[config.mk]
export PLATFORM = sky130hd
export DESIGN_NAME = sp_ram_arbiter
export DESIGN_NICKNAME = d
export VERILOG_FILES = /design/src/rtl/sp_ram_arb_pkg.sv /design/src/rtl/sp_ram_arb_prio.sv /design/src/rtl/sp_ram_arbiter.sv
export SDC_FILE = /design/constraint.sdc
export NUM_CORES = 1
export LEC_CHECK = 0
export CORE_AREA = 4 4 100 102
export CTS_BUF_LIST = sky130_fd_sc_hd__clkbuf_8
export DETAILED_ROUTE_END_ITERATION = 8
export DIE_AREA = 0 0 104 106
export PLACE_DENSITY = 0.67
export SLEW_MARGIN = 20
export SYNTH_ARGS = -nofsm -noshare
export SYNTH_HDL_FRONTEND = slang
export SYNTH_SLANG_ARGS = --single-unit
[constraint.sdc]
create_clock -name clk -period 1.8 [get_ports clk]
set_input_delay 0.36 -clock clk [delete_from_list [all_inputs] [get_ports clk]]
set_output_delay 0.36 -clock clk [all_outputs]
set_load 0.05 [all_outputs]
[src/rtl/sp_ram_arb_pkg.sv]
// Shared types for the two-port sp_ram arbiter: port identifiers and the request payload.
// The payload struct fixes the address/data widths that the arbiter instances must use.
package sp_ram_arb_pkg;

  typedef enum logic {
    PORT0 = 1'b0,
    PORT1 = 1'b1
  } port_e;

  localparam int NUM_PORTS      = 2;
  localparam int ARB_ADDR_WIDTH = 15;
  localparam int ARB_DATA_WIDTH = 32;
  localparam int ARB_BE_WIDTH   = ARB_DATA_WIDTH / 8;

  typedef struct packed {
    logic [ARB_ADDR_WIDTH-1:0] addr;
    logic                      we;
    logic [ARB_BE_WIDTH-1:0]   be;
    logic [ARB_DATA_WIDTH-1:0] wdata;
  } req_t;

  // P1 wins only when its grant bit is set; the grant vector is one-hot or zero.
  function automatic port_e onehot_to_port(input logic [NUM_PORTS-1:0] g);
    return g[1] ? PORT1 : PORT0;
  endfunction

endpackage

[src/rtl/sp_ram_arb_prio.sv]
// Conflict resolution for the sp_ram arbiter; produces a one-hot grant vector.
// Define SP_RAM_ARB_RR_EN for round-robin; otherwise fixed priority with P1 starvation guard.
module sp_ram_arb_prio
  import sp_ram_arb_pkg::*;
#(
  parameter int STARVE_LIMIT = 4
) (
  input  logic                 clk,
  input  logic                 rst_n,
  input  logic [NUM_PORTS-1:0] req,
  output logic [NUM_PORTS-1:0] gnt
);

`ifdef SP_RAM_ARB_RR_EN

  port_e last_q;

  always_comb begin
    gnt = '0;
    if (req[0] && req[1]) begin
      if (last_q == PORT1) gnt[0] = 1'b1;
      else                 gnt[1] = 1'b1;
    end else begin
      gnt = req;
    end
  end

  always_ff @(posedge clk or negedge rst_n) begin
    if (!rst_n) begin
      last_q <= PORT1;
    end else if (|gnt) begin
      last_q <= onehot_to_port(gnt);
    end
  end

`else

  localparam int SW = (STARVE_LIMIT < 1) ? 1 : $clog2(STARVE_LIMIT + 1);
  localparam logic [SW-1:0] LIMIT = SW'(STARVE_LIMIT);

  logic [SW-1:0] starve_q;
  logic          force_p1;

  // A limit of zero means P1 is never forced through.
  assign force_p1 = (STARVE_LIMIT != 0) && (starve_q == LIMIT);

  always_comb begin
    gnt = '0;
    if (req[0] && req[1]) begin
      if (force_p1) gnt[1] = 1'b1;
      else          gnt[0] = 1'b1;
    end else begin
      gnt = req;
    end
  end

  always_ff @(posedge clk or negedge rst_n) begin
    if (!rst_n) begin
      starve_q <= '0;
    end else if (req[1] && !gnt[1]) begin
      if (starve_q != LIMIT) starve_q <= starve_q + 1'b1;
    end else begin
      starve_q <= '0;
    end
  end

`endif

endmodule

[src/rtl/sp_ram_arbiter.sv]
// Shares one single-port RAM between P0 (core LSU) and P1 (AXI/debug bridge), routing rdata to the owner.
// Define SP_RAM_ARB_RR_EN for round-robin conflict resolution instead of fixed priority.
module sp_ram_arbiter
  import sp_ram_arb_pkg::*;
#(
  parameter int ADDR_WIDTH   = ARB_ADDR_WIDTH,
  parameter int DATA_WIDTH   = ARB_DATA_WIDTH,
  parameter int STARVE_LIMIT = 4
) (
  input  logic                    clk,
  input  logic                    rst_n,

  input  logic                    p0_req_i,
  input  logic [ADDR_WIDTH-1:0]   p0_addr_i,
  input  logic                    p0_we_i,
  input  logic [DATA_WIDTH/8-1:0] p0_be_i,
  input  logic [DATA_WIDTH-1:0]   p0_wdata_i,
  output logic                    p0_gnt_o,
  output logic                    p0_rvalid_o,
  output logic [DATA_WIDTH-1:0]   p0_rdata_o,

  input  logic                    p1_req_i,
  input  logic [ADDR_WIDTH-1:0]   p1_addr_i,
  input  logic                    p1_we_i,
  input  logic [DATA_WIDTH/8-1:0] p1_be_i,
  input  logic [DATA_WIDTH-1:0]   p1_wdata_i,
  output logic                    p1_gnt_o,
  output logic                    p1_rvalid_o,
  output logic [DATA_WIDTH-1:0]   p1_rdata_o,

  output logic                    ram_en_o,
  output logic [ADDR_WIDTH-1:0]   ram_addr_o,
  output logic                    ram_we_o,
  output logic [DATA_WIDTH/8-1:0] ram_be_o,
  output logic [DATA_WIDTH-1:0]   ram_wdata_o,
  input  logic [DATA_WIDTH-1:0]   ram_rdata_i
);

  logic [NUM_PORTS-1:0] req;
  logic [NUM_PORTS-1:0] gnt;
  req_t                 p0_pay;
  req_t                 p1_pay;
  req_t                 sel;
  port_e                owner_q;
  logic                 valid_q;
  logic                 read_q;

  // Requests are masked while reset is asserted so no grant leaks out combinationally.
  assign req = {p1_req_i, p0_req_i} & {NUM_PORTS{rst_n}};

  sp_ram_arb_prio #(
    .STARVE_LIMIT (STARVE_LIMIT)
  ) u_prio (
    .clk   (clk),
    .rst_n (rst_n),
    .req   (req),
    .gnt   (gnt)
  );

  assign p0_gnt_o = gnt[0];
  assign p1_gnt_o = gnt[1];

  always_comb begin
    p0_pay = '{addr: p0_addr_i, we: p0_we_i, be: p0_be_i, wdata: p0_wdata_i};
    p1_pay = '{addr: p1_addr_i, we: p1_we_i, be: p1_be_i, wdata: p1_wdata_i};
  end

  // With no grant the mux falls back to P0, but enables are forced low.
  assign sel         = gnt[1] ? p1_pay : p0_pay;
  assign ram_en_o    = |gnt;
  assign ram_addr_o  = sel.addr;
  assign ram_we_o    = ram_en_o & sel.we;
  assign ram_be_o    = ram_en_o ? sel.be : '0;
  assign ram_wdata_o = sel.wdata;

  always_ff @(posedge clk or negedge rst_n) begin
    if (!rst_n) begin
      valid_q <= 1'b0;
      owner_q <= PORT0;
      read_q  <= 1'b0;
    end else begin
      valid_q <= |gnt;
      if (|gnt) begin
        owner_q <= onehot_to_port(gnt);
        read_q  <= ~sel.we;
      end
    end
  end

  // Write responses carry zero data; only reads expose the RAM output.
  assign p0_rvalid_o = valid_q & (owner_q == PORT0);
  assign p1_rvalid_o = valid_q & (owner_q == PORT1);
  assign p0_rdata_o  = (p0_rvalid_o && read_q) ? ram_rdata_i : '0;
  assign p1_rdata_o  = (p1_rvalid_o && read_q) ? ram_rdata_i : '0;

endmodule

* After elaboration in Yosys (flattened, before gate mapping)
Index checks and enable logic that the tools add are counted.
Storage, ports and cells: register bits after elaboration 6, output and inout bits 121, logic and storage cells 30, bits of input ports 140
Operators by class: eq/ne operators 3, bitwise logic cells 6, add/sub/neg operators 1, muxes and demuxes 10, reduce and logical (&&, ||, !) cells 6
Operators with widths (count):
- $mux 32 | 2
- $mux 52 | 1
- $mux 3 | 2
- $logic_and 1x1->1 | 4
- $mux 4 | 1
- $add 3x1->3 const B | 1
- $and 1x1->1 | 3
- $eq 3x3->1 const B | 1
- $mux 1 | 3
- $ne 3x3->1 const B | 1
- $and 2x2->2 | 1
- $mux 2 | 1
- $ne 2x2->1 const B | 1
- $not 1->1 | 2
- $reduce_or 2->1 | 1
- $logic_not 1->1 | 1

* Logic depth before layout (Yosys ltp)
Gate-level depths: netlist of the first run.
depth in word-level cells 6, depth in mapped cells 6, depth with buffers taken out 5

* Modules after synthesis
Synthesis of the first run repeated with hierarchy kept, for this count alone.
Unflattened totals: cell total of the unflattened synthesis 199, area total of the unflattened synthesis 1457.6 sq um
Modules (own cells, without submodules):
- sp_ram_arbiter | times used 1, seq. area each 75.1 sq um, area an instance 1285.0 sq um, cells each 182
- sp_ram_arb_prio | times used 1, seq. area each 75.1 sq um, area an instance 172.7 sq um, cells each 17

* Least setup slack after synthesis of the first run
Ideal clock, no wire load.
path type register to output, from register u_prio.starve_q[0], to output port ram_we_o, arrival time 1800 ps, cell stages (with the launch flop) 6, path buffers 0, data required time 1440 ps, slack -360 ps, cells stage by stage dfrtp_1 -> inv_1 -> ha_1 -> a21boi_4 -> o21ai_0 -> a21oi_1
Between the ends: word-level cells in the longest chain between the ends 5, elaborated cells between the ends (all ways) 7, classes of those cells eq/ne (1); mux (4); bitwise (1); reduce/logical (1)
Ends and longest elaborated chain:
- from (decl) | line sp_ram_arb_prio.sv:41 | logic [SW-1:0] starve_q;
- from (signal assigned) | line sp_ram_arb_prio.sv:61 | if (starve_q != LIMIT) starve_q <= starve_q + 1'b1;
- $eq 3x3->1 (*) | line sp_ram_arb_prio.sv:45 | assign force_p1 = (STARVE_LIMIT != 0) && (starve_q == LIMIT);
- $mux 1 | line sp_ram_arb_prio.sv:50 | if (force_p1) gnt[1] = 1'b1;
- $mux 2 (*) | line sp_ram_arb_prio.sv:49 | if (req[0] && req[1]) begin
- $reduce_or 2->1 / $mux 52 (equally long branches) | line sp_ram_arbiter.sv:70, sp_ram_arbiter.sv:69
- $and 1x1->1 (*) | line sp_ram_arbiter.sv:72 | assign ram_we_o = ram_en_o & sel.we;
- to (decl) | line sp_ram_arbiter.sv:33 | output logic ram_we_o,
Every way passes the cells marked *; elsewhere a longest branch is shown, timed or not.

* Worst setup path after layout of the first run
from register u_prio.starve_q[1], to output port ram_wdata_o[13]
Between the ends: word-level cells in the longest chain between the ends 4
Ends and longest elaborated chain:
- $eq 3x3->1 | line sp_ram_arb_prio.sv:45
- $mux 1 | line sp_ram_arb_prio.sv:50
- $mux 2 | line sp_ram_arb_prio.sv:49
- $mux 52 | line sp_ram_arbiter.sv:69 | assign sel = gnt[1] ? p1_pay : p0_pay;
- to (decl) | line sp_ram_arbiter.sv:35 | output logic [DATA_WIDTH-1:0] ram_wdata_o,
No other way between the ends.

==> run metrics, run 1 <==
outcome complete, but fails checks; failing checks setup timing; Pwr Density 361 mW/mm^2; share of cells above drive strength 1 ~49%; Relative slew margins 84.4%; grt total ovfl 0; Tot Pwr around 0.0022 W; final setup fails 53; Reg2Reg Setup Slack about 0.21 ns; number of routed nets with antenna violations 0; CP max stage cell dfrtp_1; Leak 2.63 nW; Finished Cell Area around 0.0060 mm^2; clock transition at the registers of the reported paths 0.04 ns; H-tree levels 1; syn avg cell area 9.96 um^2; Layout Utilization about 66%; Hold WS 0.245 ns; sequential area share after synthesis between 8 and 9%; final hold viol count 0; number of global-route vias before repair approximately 2500; RSZ-0062 raised after global routing true; fill count between 600 and 700; clock sinks 6; Max FO, Critical Path 5; startpoint types flop; Cell Area, Placed around 0.0057 mm^2; Tcrit/Tclk final 124%; ranking of synthesized cells by area mux2_4, and2_1, dfrtp_1; diode count 0; Max-Cap Viols 0; total die area 0.0110 mm^2; peak per-stage delay on the critical path approximately 0.38 ns; #FFs+latches synth 6; Final nets around 600; Final GP Congestion 0.874; Worst setup EP type output pin; Starting Density a little under a fifth; # IOs 261; top cell type by total area after synthesis mux2_4; Total Routing Usage GR between 10% and 20%; DR vias/cell between 4 and 5; most instantiated cells after synthesis and2_1, mux2_4, clkbuf_1, dfrtp_1, buf_12; area share of the largest cell type after synthesis 43.1%; Die Height 106 um; number of synthesized flops with an enable pin 0; Ys Warns 0; Max rail drop VDD between 0.3 and 0.4 mV; I/O Buffers 260; first drt pass iteration count 4; fmax 450 MHz; largest net degree at the start of global routing 33; root buffer cell clkbuf_8; DRT iter0 DRCs 65; antenna violations before repair 0; crit path DAT 1.86 ns; area delta synth->final 261%; most used cell, CP buf_12; global-route wire length before repair 16900 um; HPWL Detailed 9860 um; CTS tree done; CTS Buf Count 3; core area 0.00911 mm^2; Setup CP Type reg -> out; site row count 35; Synth Net Count between 300 and 400; Critical Path RT 1.44 ns; post-route setup slack -0.424 ns; top-count cell post-synth and2_1; hold crit path type in -> async; register area 150 um^2; post-synthesis cell type count 24; post-synthesis cell count around 170; async set-or-reset flop fraction in the synthesized netlist between 90% and 100%; worst skew pair latency roughly 0.22 ns; die width about 100 um; Vias between 2000 and 2500; Final Slew Violations 0; final worst path period need ~2.2 ns; mapped cell area around 0.0017 mm^2; clock skew around 0.002 ns; Place WS -0.445 ns; drt drc 0; per-cell routed wire length 20.5 um; Slew @ Worst Pin between 0.2 and 0.25 ns; ys flop type dfrtp_1; CTS Buffer Depth 2; critical-path cell list inv_2, ha_4, a21boi_4, nor2_8, buf_12, clkbuf_16, mux2_4, buf_12; Multi-input gate area about 0.0014 mm^2; DRT Wirelength roughly 12000 um
what timing repair did:
item,CTS,global route
setup endpoints to repair,55,77
cloned,5,1
setup buffers,9,6
hold buffers,0,0
resized for setup,17,5
pin swaps,6,3
per-stage QoR:
stage               setup TNS, ns  instances
detailed placement         -22.81        546
CTS                        -19.48        562
global route               -22.38        568
global placement           -21.23        546
finish                     -19.79        568
floorplan                  -0.684        168
layer usage:
layer / vias up / track usage (%) / part of all wire (%)
li1: 1158 / - / -
met1: 1119 / 20.8 / 35
met2: 104 / 39.9 / 57
met3: 10 / 6.19 / 6.8
met4: 0 / 2.37 / 1.4
met5: - / 0 / 0
area by class of cell:
| class | count | area share, % |
|---|---|---|
| timing repair buffer | 297 | 70.8 |
| tap | 111 | 2.30 |
| inverter | 3 | 0.186 |
| clock buffer | 3 | 0.683 |
| sequential | 6 | 2.48 |
| multi-input combinational | 148 | 23.5 |
worst paths after layout:
check	startpoint	to	depth (start not counted)
max	u_prio.starve_q[1]$_DFFE_PN0P_	ram_wdata_o[13]	8
min in group clk	read_q$_DFFE_PN0P_	read_q$_DFFE_PN0P_	1
min reg2reg	read_q$_DFFE_PN0P_	read_q$_DFFE_PN0P_	1
max reg2reg	u_prio.starve_q[1]$_DFFE_PN0P_	read_q$_DFFE_PN0P_	9
min	rst_n	u_prio.starve_q[2]$_DFFE_PN0P_	2
max in group asynchronous	rst_n	valid_q$_DFF_PN0_	2
logic make-up (layout without fill, tap and decap cells):
family / count (synthesis) / after routing / share of synthesized area [%]
buf+inv: 14 / 303 / 8.00
compound gates: 11 / 11 / 4.86
fa+ha+maj: 2 / 2 / 1.50
flops: 6 / 6 / 8.98
mux: 51 / 51 / 45.0
simple gates: 84 / 84 / 31.6
critical path, delay by kind of cell, from the launching register on:
kind	cells	cell delay, ns
DFF	1	0.38
and+or+nand+nor	1	0.18
adders and majority gates	1	0.15
muxes	1	0.31
buffers and inverters	4	0.54
AOI/OAI and AO/OA	1	0.07
cells in the final DEF (no fill, tap or decap), drive strengths merged:
cell           Yosys  routed
nor2               3       3
clkdlybuf4s50      0     136
dfrtp              6       6
dlygate4sd2        0       3
buf                5     157
nand4              1       1
mux2i              1       1
nor2b              2       2
mux2              50      50
and3               8       8
a21oi              3       3
a21o               1       1
o21ai              3       3
nand2              5       5
a31oi              1       1
and2              65      65
inv                3       3
a21bo              1       1
a22o               1       1
ha                 2       2
clkbuf             6       4
a21boi             1       1
where the power goes:
group	total, W	switching (W)	internal [W]
registers	0.000152	0.00000742	0.000144
logic	0.00184	0.000825	0.00101
clock network	0.000195	0.0000516	0.000143
sequential cells by signal, indices dropped and copies added (netlist names):
| register | count |
|---|---|
| read_q | 1 |
| valid_q | 1 |
| u_prio.starve_q | 3 |
| owner_q | 1 |
No activity file was read; power rests on OpenSTA's default activity.
==> run 2: changes to the inputs <==
--- a/config.mk
+++ b/config.mk
@@ -5,11 +5,13 @@
 export SDC_FILE = /design/constraint.sdc
 export NUM_CORES = 1
 export LEC_CHECK = 0
+export ABC_AREA = 1
+export CAP_MARGIN = 10
 export CORE_AREA = 4 4 100 102
 export CTS_BUF_LIST = sky130_fd_sc_hd__clkbuf_8
 export DETAILED_ROUTE_END_ITERATION = 8
 export DIE_AREA = 0 0 104 106
-export PLACE_DENSITY = 0.67
+export PLACE_DENSITY = 0.63
 export SLEW_MARGIN = 20
 export SYNTH_ARGS = -nofsm -noshare
 export SYNTH_HDL_FRONTEND = slang
==> run metrics, run 2 <==
ranking of synthesized cells by area nand2_1, nor2_1, inv_1; mapped cell area roughly 0.0014 mm^2; CTS tree done; fill count between 600 and 700; family with the most delay on the worst path buffers and inverters; most flop-heavy register u_prio.starve_q; diode count 0; async set-or-reset flop fraction in the synthesized netlist 100%; number of synthesized flops with an enable pin 0; die width between 100 and 150 um; number of global-route vias before repair roughly 3400; clock skew 0.00378 ns; post-route setup slack -0.207 ns; most used cell, CP nand2_4; Finished Layout Cells between 700 and 800; Setup CP Type reg -> out; clock sinks 6; Slew @ Worst Pin approximately 0.36 ns; Vias just over 3000; post-synthesis cell count 310; Die Height 106 um; sequential area share after synthesis 10.6%; fmax about 500 MHz; DRT Wirelength roughly 12000 um; antenna violations before repair 0; top-count cell post-synth nand2_1; CTS Buffer Depth 2; number of flip-flops in the largest register 3; peak per-stage delay on the critical path 0.37 ns; final setup fails 54; Final Slew Violations 0; commonest non-fill, non-tap cells in the layout clkdlybuf4s50_1, buf_12, nand2_2; final worst path period need 2.01 ns; worst skew pair latency approximately 0.22 ns; Leak about 3.1 nW; CTS Buf Count 3; Multi-input gate area between 0.002 and 0.0025 mm^2; startpoint types flop; clock transition at the registers of the reported paths roughly 0.040 ns; core area 0.00911 mm^2; Synth Net Count roughly 450; Place WS -0.380 ns; hold_buf cts 0; share of cells above drive strength 1 between 60% and 70%; HPWL Detailed approximately 9300 um; critical path depth in cells 10; DRT iter0 DRCs between 60 and 70; hold crit path type in -> async; Final nets about 750; Setup TNS -8.93 ns; Total Routing Usage GR between 15 and 20%; failing checks setup timing; Max-Cap Viols 0; root buffer cell clkbuf_8; FF-to-FF path depth 13; Critical Path RT around 1.4 ns; final hold viol count 0; register area between 150 and 200 um^2; Worst setup EP type output pin; Layout Utilization between 70 and 80%; total die area approximately 0.011 mm^2; ys flop type dfrtp_1; Hold WS 0.252 ns; Tcrit/Tclk final 111%; CP max stage cell dfrtp_1; placed cells 688; most common cell after layout, fill and taps aside clkdlybuf4s50_1; Ys Warns 0; first drt pass iteration count 4; critical-path cell list inv_1, ha_2, nand2_4, nand2_8, nand2_8, buf_8, buf_12, nand2_4, nand2_4, buf_12; Starting Density ~15%; I/O Buffers 260; #FFs+latches synth 6; number of routed nets with antenna violations 0; area delta synth->final 400%; site row count 35; syn avg cell area between 4 and 5 um^2; DR vias/cell roughly 4.3; Relative slew margins approximately three quarters; Max FO, Critical Path 6; crit path DAT 1.65 ns; top cell type by total area after synthesis nand2_1; most instantiated cells after synthesis nand2_1, nor2_1, inv_1, buf_2, dfrtp_1; Pwr Density roughly 390 mW/mm^2; drt drc 0; CP bufs+invs 4; per-cell routed wire length between 15 and 20 um; H-tree levels 1; post-synthesis cell type count 15; area share of the largest cell type after synthesis 42.3%; Max rail drop VDD 0.234 mV; RSZ-0062 raised after global routing true; grt total ovfl 0; global-route wire length before repair approximately 18000 um; # IOs about 260; outcome complete, but fails checks; largest net degree at the start of global routing 20; Final GP Congestion 0.791
[run 2: cell count changes after synthesis, moves of 6 or more]
cell,delta
clkbuf_1,-6
mux2_4,-48
buf_2,+6
nor2_1,+69
inv_1,+38
nand2_1,+155
and2_1,-65
[run 2: through the flow]
stage               power [W]  cell area (um^2)
floorplan             0.00109              1930
global placement      0.00224              6010
detailed placement    0.00226              6010
CTS                   0.00266              6740
global route          0.00285              7060
finish                0.00274              7060
[run 2: cell families (layout without fill, tap and decap cells)]
kind of cell	count (synthesis)	count (layout)	share of synthesized area [%]
buffers and inverters	60	359	20.8
AO/OA/AOI/OAI	2	2	0.709
XOR/XNOR	1	1	0.621
flip-flops	6	6	10.6
AND/OR/NAND/NOR	239	240	65.4
adder cells (fa/ha/maj)	2	2	1.77
[run 2: power by group]
group	switching, W	internal (W)
clock network	0.0000578	0.000144
logic	0.00120	0.00117
registers	0.0000164	0.000145
total	0.00128	0.00146
[run 2: layout make-up]
class,instances,share of cell area [%]
inverter,44,2.64
tap,111,1.97
multi-input combinational,245,28.4
timing repair buffer,310,63.9
timing repair inverter,2,0.354
sequential,6,2.13
clock buffer,3,0.585
[run 2: routing by layer]
metal / up-vias / routed length (um) / global-route usage (%)
li1: 1488 / - / -
met1: 1407 / 3770 / 19.3
met2: 176 / 7210 / 40.9
met3: 12 / 908 / 5.28
met4: 0 / 171 / 5.79
met5: - / 0 / 0
[run 2: repair_timing]
| action | CTS | global route |
|---|---|---|
| buffers inserted | 13 | 2 |
| setup endpoints to repair | 105 | 104 |
| gates cloned | 9 | 6 |
| gates resized for setup | 136 | 47 |
| pin swaps | 30 | 14 |
[run 2: worst register-to-register path: cells and delay by family (launching register included)]
family	cells	cell delay, ns
adders and majority gates	1	0.18
buffers and inverters	5	0.59
and+or+nand+nor	7	0.47
DFF	1	0.37
[run 2: final timing paths]
kind | startpoint | endpoint | slack (ns)
min in group clk | u_prio.starve_q[0]$_DFFE_PN0P_ | u_prio.starve_q[0]$_DFFE_PN0P_ | 0.51
max in group asynchronous | rst_n | u_prio.starve_q[2]$_DFFE_PN0P_ | 1.43
worst min-delay path | rst_n | owner_q$_DFFE_PN0P_ | 0.25
worst min register to register | u_prio.starve_q[0]$_DFFE_PN0P_ | u_prio.starve_q[0]$_DFFE_PN0P_ | 0.51
worst max register to register | u_prio.starve_q[1]$_DFFE_PN0P_ | read_q$_DFFE_PN0P_ | 0.08
worst max-delay path | u_prio.starve_q[1]$_DFFE_PN0P_ | ram_addr_o[14] | -0.21
